## src/rtl/demux2_stream.sv

```systemverilog
`default_nettype none
// ============================================================================
//  Module      : demux2_stream
//  Description : 1-to-2 valid/ready stream demultiplexer. Each beat is routed
//                by in_sel into one of two independent DEPTH-entry FIFOs, so
//                a stalled consumer does not block traffic to the other one
//                while its FIFO still has room.
//  Revision    : 1.0 - initial release
// ============================================================================
module demux2_stream #(
    parameter int WIDTH = 16,
    parameter int DEPTH = 2
) (
    input  logic                     clk,
    input  logic                     reset_n,
    input  logic                     in_valid,
    output logic                     in_ready,
    input  logic                     in_sel,
    input  logic [WIDTH-1:0]         in_data,
    output logic                     out0_valid,
    input  logic                     out0_ready,
    output logic [WIDTH-1:0]         out0_data,
    output logic                     out1_valid,
    input  logic                     out1_ready,
    output logic [WIDTH-1:0]         out1_data,
    output logic [$clog2(DEPTH):0]   cnt0,
    output logic [$clog2(DEPTH):0]   cnt1
);

    localparam int PW = $clog2(DEPTH);
    localparam int CW = PW + 1;
    localparam logic [CW-1:0] FULL_CNT = CW'(DEPTH);

    // Per-output status and handshake vectors, index 0 = out0, 1 = out1.
    logic [1:0]       full;
    logic [1:0]       empty;
    logic [1:0]       push;
    logic [1:0]       pop;
    logic [1:0]       out_ready;
    logic [WIDTH-1:0] head [2];
    logic [CW-1:0]    occ  [2];

    assign out_ready = {out1_ready, out0_ready};

    // Only the FIFO the current beat targets gates acceptance; the consumer
    // side never reaches in_ready combinationally.
    assign in_ready = reset_n & ~full[in_sel];

    for (genvar g = 0; g < 2; g++) begin : g_fifo
        localparam logic SEL = (g == 1);

        logic [WIDTH-1:0] mem [DEPTH];
        logic [PW-1:0]    wr_ptr;
        logic [PW-1:0]    rd_ptr;
        logic [CW-1:0]    cnt;

        assign full[g]  = (cnt == FULL_CNT);
        assign empty[g] = (cnt == '0);
        assign push[g]  = in_valid & in_ready & (in_sel == SEL);
        // A ready on an empty FIFO is ignored.
        assign pop[g]   = out_ready[g] & ~empty[g];
        assign head[g]  = mem[rd_ptr];
        assign occ[g]   = cnt;

        // Pointer and occupancy bookkeeping; pointers wrap naturally since
        // DEPTH is a power of two.
        always_ff @(posedge clk or negedge reset_n) begin
            if (!reset_n) begin
                wr_ptr <= '0;
                rd_ptr <= '0;
                cnt    <= '0;
            end else begin
                if (push[g]) begin
                    wr_ptr <= wr_ptr + 1'b1;
                end
                if (pop[g]) begin
                    rd_ptr <= rd_ptr + 1'b1;
                end
                case ({push[g], pop[g]})
                    2'b10:   cnt <= cnt + 1'b1;
                    2'b01:   cnt <= cnt - 1'b1;
                    default: cnt <= cnt;
                endcase
            end
        end

        // Storage array; contents need no reset because occupancy gates use.
        always_ff @(posedge clk) begin
            if (push[g]) begin
                mem[wr_ptr] <= in_data;
            end
        end
    end

    assign out0_valid = ~empty[0];
    assign out1_valid = ~empty[1];
    assign out0_data  = head[0];
    assign out1_data  = head[1];
    assign cnt0       = occ[0];
    assign cnt1       = occ[1];

endmodule
`default_nettype wire

```

## config.mk

```make
export PLATFORM = sky130hd
export DESIGN_NAME = demux2_stream
export DESIGN_NICKNAME = d
export VERILOG_FILES = /design/src/rtl/demux2_stream.sv
export SDC_FILE = /design/constraint.sdc
export NUM_CORES = 1
export LEC_CHECK = 0
export ABC_AREA = 1
export BUFFER_PORTS_ARGS = -buffer_cell sky130_fd_sc_hd__buf_2
export CAP_MARGIN = 25
export CORE_MARGIN = 2
export CORE_UTILIZATION = 40
export DETAILED_ROUTE_END_ITERATION = 16
export SETUP_SLACK_MARGIN = 0.05
export SLEW_MARGIN = 20
export SYNTH_ARGS = -nofsm -noshare
export SYNTH_HDL_FRONTEND = slang
export SYNTH_SLANG_ARGS = --single-unit
```

## constraint.sdc

```tcl
create_clock -name clk -period 2.3 [get_ports clk]
set_input_delay 0.23 -clock clk [delete_from_list [all_inputs] [get_ports clk]]
set_output_delay 0.23 -clock clk [all_outputs]
set_load 0.05 [all_outputs]
```

## Word level (Yosys, flattened, before mapping)

Memories as Yosys holds them, arrays and structs flattened.
Cells that the tools add are included.

| storage, ports and cells | value |
|---|---|
| register bits | 8 |
| bits in writable memories | 64 |
| output and inout bits | 39 |
| memories kept | 2 |

| operators by class | value |
|---|---|
| add/subtract/negate cells | 8 |
| order comparisons | 1 |
| equality and inequality tests | 6 |
| mux-type cells | 8 |
| bitwise operators | 10 |
| reductions and logical operators | 4 |

Memory list:

| name | words | width | read ports | clocked after memory_dff | write ports | RTL line | text |
|---|---|---|---|---|---|---|---|
| g_fifo[0].mem | 2 | 16 | 1 | 0 | 1 | 52 | `logic [WIDTH-1:0] mem [DEPTH];` |
| g_fifo[1].mem | 2 | 16 | 1 | 0 | 1 | 52 |  |

Operators by type and width:

| operator | number |
|---|---|
| == test 2 bit (second input constant) | 4 |
| one-hot mux 2 bit (2 select lines) | 2 |
| bitwise AND 1 bit | 6 |
| 2-to-1 mux 1 bit | 6 |
| adder 1 bit (second input constant) | 4 |
| adder 2 x 1 -> 2 bit (second input constant) | 2 |
| == test 2 x 1 -> 1 bit (second input constant) | 2 |
| zero test 2 bit | 2 |
| NOT 1 bit | 4 |
| nonzero test 2 bit | 2 |
| subtractor 2 x 1 -> 2 bit (second input constant) | 2 |
| < comparator 1 x 2 -> 1 bit (second input constant) | 1 |

## Depth between registers and ports, before layout

Gate-level depths: netlist of the first run.

| logic depth | value |
|---|---|
| depth after elaboration | 9 |
| gate-level depth with buffers | 9 |

## Least setup slack after synthesis of the first run

Ideal clock, no wire load.

| path | value |
|---|---|
| path kind | register -> register |
| start | register g_fifo[1].cnt[0] (netlist: cnt1[0]) |
| end | memory g_fifo[1].mem[1][0], enable pin |
| setup time | 389 ps |
| arrival | 2058 ps |
| setup slack | -147 ps |
| stages on the path, launching flop included | 7 |
| path buffers | 0 |
| path through | dfrtp_1 -> inv_2 -> nand3_1 -> nand2_1 -> nor2_4 -> nand3_2 -> nor2_1 |

| between the ends | value |
|---|---|
| longest elaborated chain between the ends | 9 |

Ends and longest elaborated chain:

| element | RTL line | text |
|---|---|---|
| start, declared | 55 | `logic [CW-1:0] cnt;` |
| start signal, assigned | 80 | `2'b10: cnt <= cnt + 1'b1;` |
| start signal, assigned | 81 | `2'b01: cnt <= cnt - 1'b1;` |
| start signal, assigned | 82 | `default: cnt <= cnt;` |
| == test 2 bit | 57 | `assign full[g] = (cnt == FULL_CNT);` |
| 2-to-1 mux 1 bit (implied by the code) (2 in series) | 47 | `assign in_ready = reset_n & ~full[in_sel];` |
| NOT 1 bit | 47 |  |
| bitwise AND 1 bit | 47 |  |
| named net in_ready | 17 | `output logic in_ready,` |
| bitwise AND 1 bit (2 in series) | 59 | `assign push[g] = in_valid & in_ready & (in_sel == SEL);` |
| 2-to-1 mux 1 bit | 89 | `if (push[g]) begin` |
| 2-to-1 mux 1 bit (implied by the code) | 90 | `mem[wr_ptr] <= in_data;` |
| end, declared | 52 |  |

The timed path passes the listed nets, and every way through them passes these cells. The select of a mux whose other input is x is not followed.

## Final worst setup path of the first run

| path | value |
|---|---|
| start | input reset_n |
| end | register g_fifo[1].cnt[1] (netlist: cnt1[1]) |

| between the ends | value |
|---|---|
| longest elaborated chain between the ends | 5 |

Ends and longest elaborated chain:

| element | RTL line | text |
|---|---|---|
| start, declared | 15 | `input logic reset_n,` |
| bitwise AND 1 bit * | 47 |  |
| bitwise AND 1 bit * (2 in series) | 59 |  |
| == test 2 x 1 -> 1 bit or == test 2 bit (tied branches) | 79 | `case ({push[g], pop[g]})` |
| one-hot mux 2 bit (2 select lines) or nonzero test 2 bit (tied branches) | -- |  |

Mark *: on every way between the ends. The rest lies on a longest branch, timed or not.
A chain may end at the register's enable or synchronous reset.

==> run_results.csv, run 1 <==
group,metric,value,unit
synth,synth_area_leader_cell,"edfxtp_1",
synth,syn_inst,217,
routing,drt-initial-drc-count,114,
routing,postRouteWirelength,5.25,mm
clocking,insertion_delay,330,ps
cells_and_area,insertedDiodeCount,0,
power_and_ir_drop,peakVddDrop,0.840,mV
die,ios,61,
placement,hpwl,3.40,mm
min_path,min_path_type,"in -> reg",
die,start_util,40.9,%
clocking,cts_tree,"yes",
synth,yosysUniqueCellTypes,19,
global_route,grt_max_degree,18,
power_and_ir_drop,p_per_area,1370,mW/mm²
routing,ant_nets,0,
sta,setup_violations,0,
synth,ys_seq_elements,72,
clocking,post_cts_buffers,0,
setup_path,path_max_fanout,10,
setup_path,r2r_cells,9,
routing,num_vias,1723,
synth,yosys.area.top_type_share,69.5,%
min_path,holdPathStages,1,
global_route,grt_pass1_vias,1615,
clocking,clkTransAtPathRegs,80,ps
clocking,clock_sinks,72,
setup_path,cp-end-kind,"flip-flop",
synth,syn_avg_cell_area,12.7,µm²
setup_path,crit_required,2510,ps
synth,async_reset_ff_share,11.1,%
cells_and_area,syn2layout_area_growth,21.6,%
power_and_ir_drop,leakagePower,1.47,nW
synth,synth-edff-count,64,
sta,max_slew_margin,76.3,%
die,row_count,30,
synth,ys_seq_area_share,76.8,%
synth,synth_top_flop_cell,"edfxtp_1",
global_route,grt_use_total,14.7,%
synth,synthTopCellsByArea,"edfxtp_1 (70%), nand2_1 (14%), dfrtp_1 (7.2%)",
global_route,antenna_found_initial,0,
sta,clock_skew,10.5,ps
synth,yosys_warnings,0,
routing,avgViaCountPerCell,4.61,
cells_and_area,layout.nets,313,
clocking,root_buffer,"clkbuf_8",
routing,dr.pass1.iters,4,
synth,synth.cell_area,0.00276,mm²
setup_path,cp-start-kind,"input port",
placement,gp_congestion,0.697,
global_route,grt_first_pass_wirelength,8.16,mm
synth,synth_common_cells,"nand2_1 (103), edfxtp_1 (64), dfrtp_1 (8), inv_1 (8), buf_2 (6)",
sta,tns,0,ps
sta,hold_violations,0,
die,die_y,87.1,µm
sta,post-route-period-util,80.5,%
clocking,cts_buffers,9,
sta,fin_hold_ws,105,ps
die,die_area,0.00759,mm²
sta,tightest_slew,354,ps
sta,period_needed,1850,ps
run_status,status,"finished clean",
die,chipWidth,87.1,µm
die,core_area,0.00676,mm²
cells_and_area,drive_gt1_share,31.3,%
routing,detail_route.wl_per_cell,14.0,µm
setup_path,crit_type,"in -> reg",
routing,drc,0,
global_route,overflow,0,
clocking,cts-resized-gates,0,
clocking,htreeDepth,3,
clocking,cts_buffer_depth,2,
placement,port_buffers,60,
sta,grt_setup_unrepaired,"false",
clocking,hold_buffers,1,
sta,fmax,0.540,GHz
setup_path,cp.arrival,2060,ps
flow_run,max_cap_violations,0,
synth,synth.net_count,241,
synth,synth_most_common_cell,"nand2_1",
sta,report.final.slew_viol_count,0,
cells_and_area,nFillCells,626,
[path summary, 6_finish.rpt]
path,startpoint,endpoint,slack (ps)
max reg2reg,cnt1[0],cnt1[1],630
min,in_data[7],g_fifo[1].mem[0][7],110
min reg2reg,g_fifo[1].wr_ptr,g_fifo[1].wr_ptr,490
max in group asynchronous,reset_n,g_fifo[1].rd_ptr,1820
min in group asynchronous,reset_n,cnt0[0],290
max,reset_n,cnt1[1],450
[power by group]
part	total, mW	switching (mW)	internal [mW]
Clock	0.832	0.446	0.386
Combinational	2.11	1.67	0.440
Sequential	1.66	0.0846	1.58
[per-stage QoR]
stage          util [%]  power, mW  cells  area, µm²  setup WS, ps
2_1_floorplan         -       3.32    217       2770           102
3_3_place_gp       47.2       3.81    357       3190           686
3_5_place_dp       47.2       3.83    357       3190           608
4_1_cts            49.7       4.66    374       3360           428
5_1_grt            49.7       4.87    374       3360           296
6_report           49.7       4.61    374       3360           448
[final cells by class]
type	instances	area (µm²)	area share, %
clock buffer	10	128	3.80
tap	80	100	2.98
inverter	12	45.0	1.34
sequential	72	2120	63.1
multi-input combinational	127	574	17.1
clock inverter	6	36.3	1.08
timing repair buffer	67	355	10.6
[worst max-delay path, stage by stage]
cell	delay (ps)
dlygate4sd3_1	520
buf_2	240
nand2_1	130
nor2_4	110
nand3_2	100
ha_1	340
a21oi_1	120
o21ai_0	110
xor2_1	150
[flip-flops by register name, indices dropped and copies added, names as in the netlist]
register,flops
g_fifo.mem,64
g_fifo.wr_ptr,2
cnt1,2
cnt0,2
g_fifo.rd_ptr,2
[cell families after synthesis]
family | share of synthesized area, %
adders and majority gates | 0.905
buffers and inverters | 2.72
xor gates and xnor gates | 2.22
and+or+nand+nor | 16.7
DFF | 76.8
AOI/OAI and AO/OA | 0.724
[cell usage in the layout, fill, tap and decap left out, drive strengths merged]
cell type    instances
edfxtp              64
nor2                 5
nand3                3
dlygate4sd3          1
a21oi                2
xor2                 5
clkbuf              10
nand4                2
o21ai                2
inv                 12
buf                 66
xnor2                2
clkinv               6
dfrtp                8
ha                   2
nand2              104
[layer usage]
layer | up-vias | global-route usage, % | routed length (µm)
li1 | 863 | - | -
met1 | 809 | 19.2 | 2360
met2 | 45 | 23.0 | 2540
met3 | 6 | 4.93 | 299
met4 | 0 | 5.45 | 48
met5 | - | 0 | 0
Power figures use the tool's default switching activity.
==> run 2, diff against run 1 <==
clock period = 1.8 ns   (was 2.3 ns; I/O delays follow)
==> run 2 against run 1 <==
Combinational power increased by 32%. Clock skew decreased by 3.2 ps. Utilization increased by 1.1 points. Global-route usage increased by 0.43 points. Largest cell class unchanged.
==> run_results.csv, run 2 (synthesis results as in run 1) <==
group,metric,value,unit
min_path,min_path_type,"in -> reg",
cells_and_area,top_register,"g_fifo.mem",
cells_and_area,insertedDiodeCount,0,
die,ios,61,
sta,fmax,0.614,GHz
power_and_ir_drop,leakagePower,1.46,nW
sta,tightest_slew,376,ps
global_route,antenna_found_initial,1,
clocking,clkTransAtPathRegs,80,ps
cells_and_area,nFillCells,632,
die,chipWidth,87.1,µm
cells_and_area,stdcell_area,0.00344,mm²
clocking,clock_sinks,72,
sta,hold_violations,0,
setup_path,crit_type,"in -> reg",
cells_and_area,largest_reg_flops,64,
setup_path,cp-start-kind,"input port",
die,die_area,0.00759,mm²
run_status,status,"finished clean",
die,die_y,87.1,µm
cells_and_area,layout_common_cells,"nand2_1 (100), edfxtp_1 (64), buf_2 (59)",
die,start_util,40.9,%
global_route,grt_max_degree,18,
global_route,overflow,0,
placement,pre_cts_ws,206,ps
sta,fin_ws,171,ps
cells_and_area,layout.nets,314,
die,core_area,0.00676,mm²
routing,detail_route.wl_per_cell,14.3,µm
sta,post-route-period-util,90.5,%
sta,grt_setup_unrepaired,"false",
routing,drc,0,
placement,hpwl,3.43,mm
sta,period_needed,1630,ps
global_route,grt_first_pass_wirelength,8.36,mm
power_and_ir_drop,peakVddDrop,0.837,mV
sta,tns,0,ps
placement,gp_congestion,0.717,
setup_path,cp-end-kind,"flip-flop",
die,row_count,30,
clocking,root_buffer,"clkbuf_8",
power_and_ir_drop,p_per_area,1730,mW/mm²
clocking,insertion_delay,340,ps
cells_and_area,drive_gt1_share,34.7,%
sta,setup_violations,0,
clocking,cts_buffer_depth,2,
setup_path,crit_required,1800,ps
placement,place_inst,358,
sta,report.final.slew_viol_count,0,
global_route,grt_pass1_vias,1676,
placement,placed_area,0.00327,mm²
setup_path,cp.arrival,1630,ps
cells_and_area,syn2layout_area_growth,24.3,%
clocking,cts_tree,"yes",
routing,postRouteWirelength,5.35,mm
sta,fin_hold_ws,57.2,ps
sta,max_slew_margin,74.9,%
routing,drt-initial-drc-count,71,
setup_path,path_max_fanout,16,
global_route,grt_use_total,15.1,%
sta,clock_skew,7.32,ps
cells_and_area,finish.utilization,50.9,%
routing,avgViaCountPerCell,4.70,
clocking,htreeDepth,3,
routing,ant_nets,0,
clocking,cts_buffers,9,
power_and_ir_drop,power,5.94,mW
cells_and_area,finalNonFillerCells,374,
flow_run,max_cap_violations,0,
placement,port_buffers,60,
routing,dr.pass1.iters,4,
routing,num_vias,1759,
cells_and_area,mostFrequentLayoutCell,"nand2_1",
run 2: changes by cell type in the layout (fill, tap and decap cells not counted), moves of 2 or more:
| cell | delta |
|---|---|
| buf_12 | +2 |
| nand2_1 | -3 |
| dfrtp_2 | +4 |
| nand2_2 | +3 |
| dfrtp_1 | -4 |
| clkinvlp_4 | +2 |
| clkinv_4 | -2 |
run 2: power by group:
group | internal [mW] | switching (mW)
combinational | 0.599 | 2.18
clock | 0.478 | 0.549
sequential | 2.03 | 0.103
run 2: final timing paths:
kind,start,to,slack (ps),cells after the start
min in group asynchronous,reset_n,cnt0[0],220,2
max in group asynchronous,reset_n,cnt1[0],1290,3
max,reset_n,g_fifo[1].mem[0][1],170,6
min,in_data[2],g_fifo[1].mem[0][2],60,1
min reg2reg,g_fifo[1].wr_ptr,g_fifo[1].wr_ptr,480,2
max reg2reg,cnt1[0],g_fifo[1].mem[0][1],220,6
run 2: cell type report:
class / instances / area [µm²] / area share, %
Clock buffer: 10 / 128 / 3.71
Multi-Input combinational cell: 127 / 616 / 17.9
Tap cell: 80 / 100 / 2.91
Clock inverter: 5 / 25.0 / 0.728
Timing Repair Buffer: 68 / 390 / 11.4
Inverter: 12 / 50.0 / 1.46
Sequential cell: 72 / 2130 / 61.9
run 2: critical path, stage by stage:
cell           delay (ps)
dlygate4sd3_1         520
clkbuf_4              190
nand2_2                80
nor2_4                150
nand4_1               170
clkinvlp_4            330
run 2: layer usage:
| metal | GRT usage [%] | up-vias | share of wire (%) |
|---|---|---|---|
| li1 | - | 869 | - |
| met1 | 18.8 | 833 | 43 |
| met2 | 23.9 | 51 | 48 |
| met3 | 4.27 | 6 | 7.2 |
| met4 | 8.39 | 0 | 1.4 |
| met5 | 0 | - | 0 |
run 2: repair_timing:
action,in CTS,in global routing
setup endpoints to repair,0,5
hold buffers,1,0
setup buffers,0,0
hold endpoints to repair,8,0
resized for setup,0,2
==> run 3, diff against run 2 <==
CTS_BUF_LIST = sky130_fd_sc_hd__clkbuf_4   (was not set)
==> run 3 against run 2 <==
Critical path type is now reg -> out. Wire length increased by 1.2%. Sequential cell count unchanged. Critical endpoint is now out0_data[15]. Sequential power about the same.
==> run_results.csv, run 3 (synthesis results as in run 1) <==
group,metric,value,unit
clocking,clock_sinks,72,
die,die_area,0.00759,mm²
clocking,root_buffer,"clkbuf_4",
clocking,insertion_delay,410,ps
cells_and_area,insertedDiodeCount,0,
die,ios,61,
clocking,cts_buffer_depth,2,
routing,ant_nets,0,
sta,tns,0,ps
global_route,grt_use_total,15.4,%
placement,gp_congestion,0.717,
routing,drt-initial-drc-count,75,
power_and_ir_drop,p_sw,2.82,mW
clocking,post_cts_buffers,0,
global_route,grt_max_degree,18,
global_route,overflow,0,
sta,clock_skew,14.5,ps
sta,fin_ws,138,ps
power_and_ir_drop,p_comb_share,49.0,%
routing,num_vias,1836,
cells_and_area,largest_reg_flops,64,
power_and_ir_drop,intPower,2.93,mW
power_and_ir_drop,leakagePower,1.51,nW
power_and_ir_drop,p_per_area,1620,mW/mm²
sta,post-route-period-util,92.4,%
die,chipWidth,87.1,µm
power_and_ir_drop,power,5.75,mW
die,core_area,0.00676,mm²
setup_path,cp-end-kind,"output pin",
cells_and_area,stdcell_area,0.00355,mm²
sta,grt_setup_unrepaired,"false",
flow_run,max_cap_violations,0,
routing,dr.pass1.iters,4,
sta,period_needed,1660,ps
cells_and_area,syn2layout_area_growth,28.3,%
power_and_ir_drop,clockPowerShare,13.9,%
clocking,cts_tree,"yes",
placement,pre_cts_ws,206,ps
power_and_ir_drop,power_frac_seq,37.1,%
run_status,status,"finished clean",
setup_path,crit_type,"reg -> out",
placement,hpwl,3.43,mm
die,row_count,30,
die,start_util,40.9,%
cells_and_area,mostFrequentLayoutCell,"nand2_1",
setup_path,path_max_fanout,17,
global_route,grt_pass1_vias,1750,
placement,placed_area,0.00327,mm²
placement,port_buffers,60,
power_and_ir_drop,peakVddDrop,0.876,mV
cells_and_area,drive_gt1_share,33.2,%
min_path,min_path_type,"in -> reg",
power_and_ir_drop,swShare,49.0,%
sta,fmax,0.602,GHz
setup_path,crit_required,1620,ps
clocking,clkTransAtPathRegs,100,ps
sta,report.final.slew_viol_count,0,
routing,postRouteWirelength,5.42,mm
clocking,htreeDepth,3,
routing,detail_route.wl_per_cell,13.9,µm
routing,drc,0,
global_route,grt_first_pass_wirelength,8.53,mm
cells_and_area,layout.nets,330,
cells_and_area,top_register,"g_fifo.mem",
cells_and_area,layout_common_cells,"nand2_1 (100), edfxtp_1 (64), buf_2 (60)",
setup_path,cp.arrival,1480,ps
sta,hold_violations,0,
global_route,antenna_found_initial,0,
sta,fin_hold_ws,54.6,ps
sta,setup_violations,0,
sta,max_slew_margin,75.7,%
routing,avgViaCountPerCell,4.71,
sta,tightest_slew,364,ps
die,die_y,87.1,µm
clocking,cts_buffers,9,
setup_path,cp-start-kind,"flip-flop",
run 3: worst max-delay path, stage by stage (launching register included):
cell,delay (ps)
dfrtp_1,430
inv_4,210
nand2_1,90
nand2_1,80
buf_2,260
run 3: cell type report:
cell class / count / area (µm²)
fill: 619 / 3210
clock buffer: 10 / 75.1
multi-input combinational: 127 / 616
sequential: 72 / 2130
tap: 80 / 100
clock inverter: 5 / 25.0
inverter: 12 / 52.6
timing repair buffer: 84 / 552
run 3: what timing repair did:
item	in CTS	in global routing
endpoints found under the hold margin	68	2
resized for setup	1	2
hold buffers	16	1
setup endpoints to repair	8	22
run 3: stage by stage:
stage          util [%]  instances
4_1_cts            52.3        389
6_report           52.5        390
3_5_place_dp       48.4        358
3_3_place_gp       48.4        358
5_1_grt            52.5        390
2_1_floorplan         -        217
run 3: final timing paths:
path / start / to / slack [ps] / depth (start not counted)
worst max-delay path: g_fifo[0].rd_ptr / out0_data[15] / 140 / 4
worst min-delay path: out0_ready / g_fifo[0].rd_ptr / 50 / 3
worst max register to register: cnt0[0] / cnt0[1] / 200 / 7
worst min register to register: g_fifo[1].wr_ptr / g_fifo[1].wr_ptr / 480 / 2
max in group asynchronous: reset_n / cnt1[0] / 1330 / 3
min in group asynchronous: reset_n / g_fifo[0].wr_ptr / 130 / 2
run 3: power by group through the flow:
stage,combinational [mW],sequential (mW),clock [mW]
after global placement,2.80,2.16,0
final,2.82,2.13,0.800
after detailed placement,2.82,2.17,0
after CTS,2.85,2.13,0.826
after global routing,3.02,2.16,0.900
after floorplan,1.99,2.31,0
run 3: routing by layer:
| metal | share of wire [%] | routed length (µm) | track usage (%) | up-vias |
|---|---|---|---|---|
| met3 | 5.6 | 301 | 3.70 | 12 |
| met5 | 0 | 0 | 0 | - |
| met1 | 44 | 2360 | 19.0 | 863 |
| met4 | 1.9 | 103 | 8.39 | 0 |
| li1 | - | - | - | 906 |
| met2 | 49 | 2650 | 24.8 | 55 |
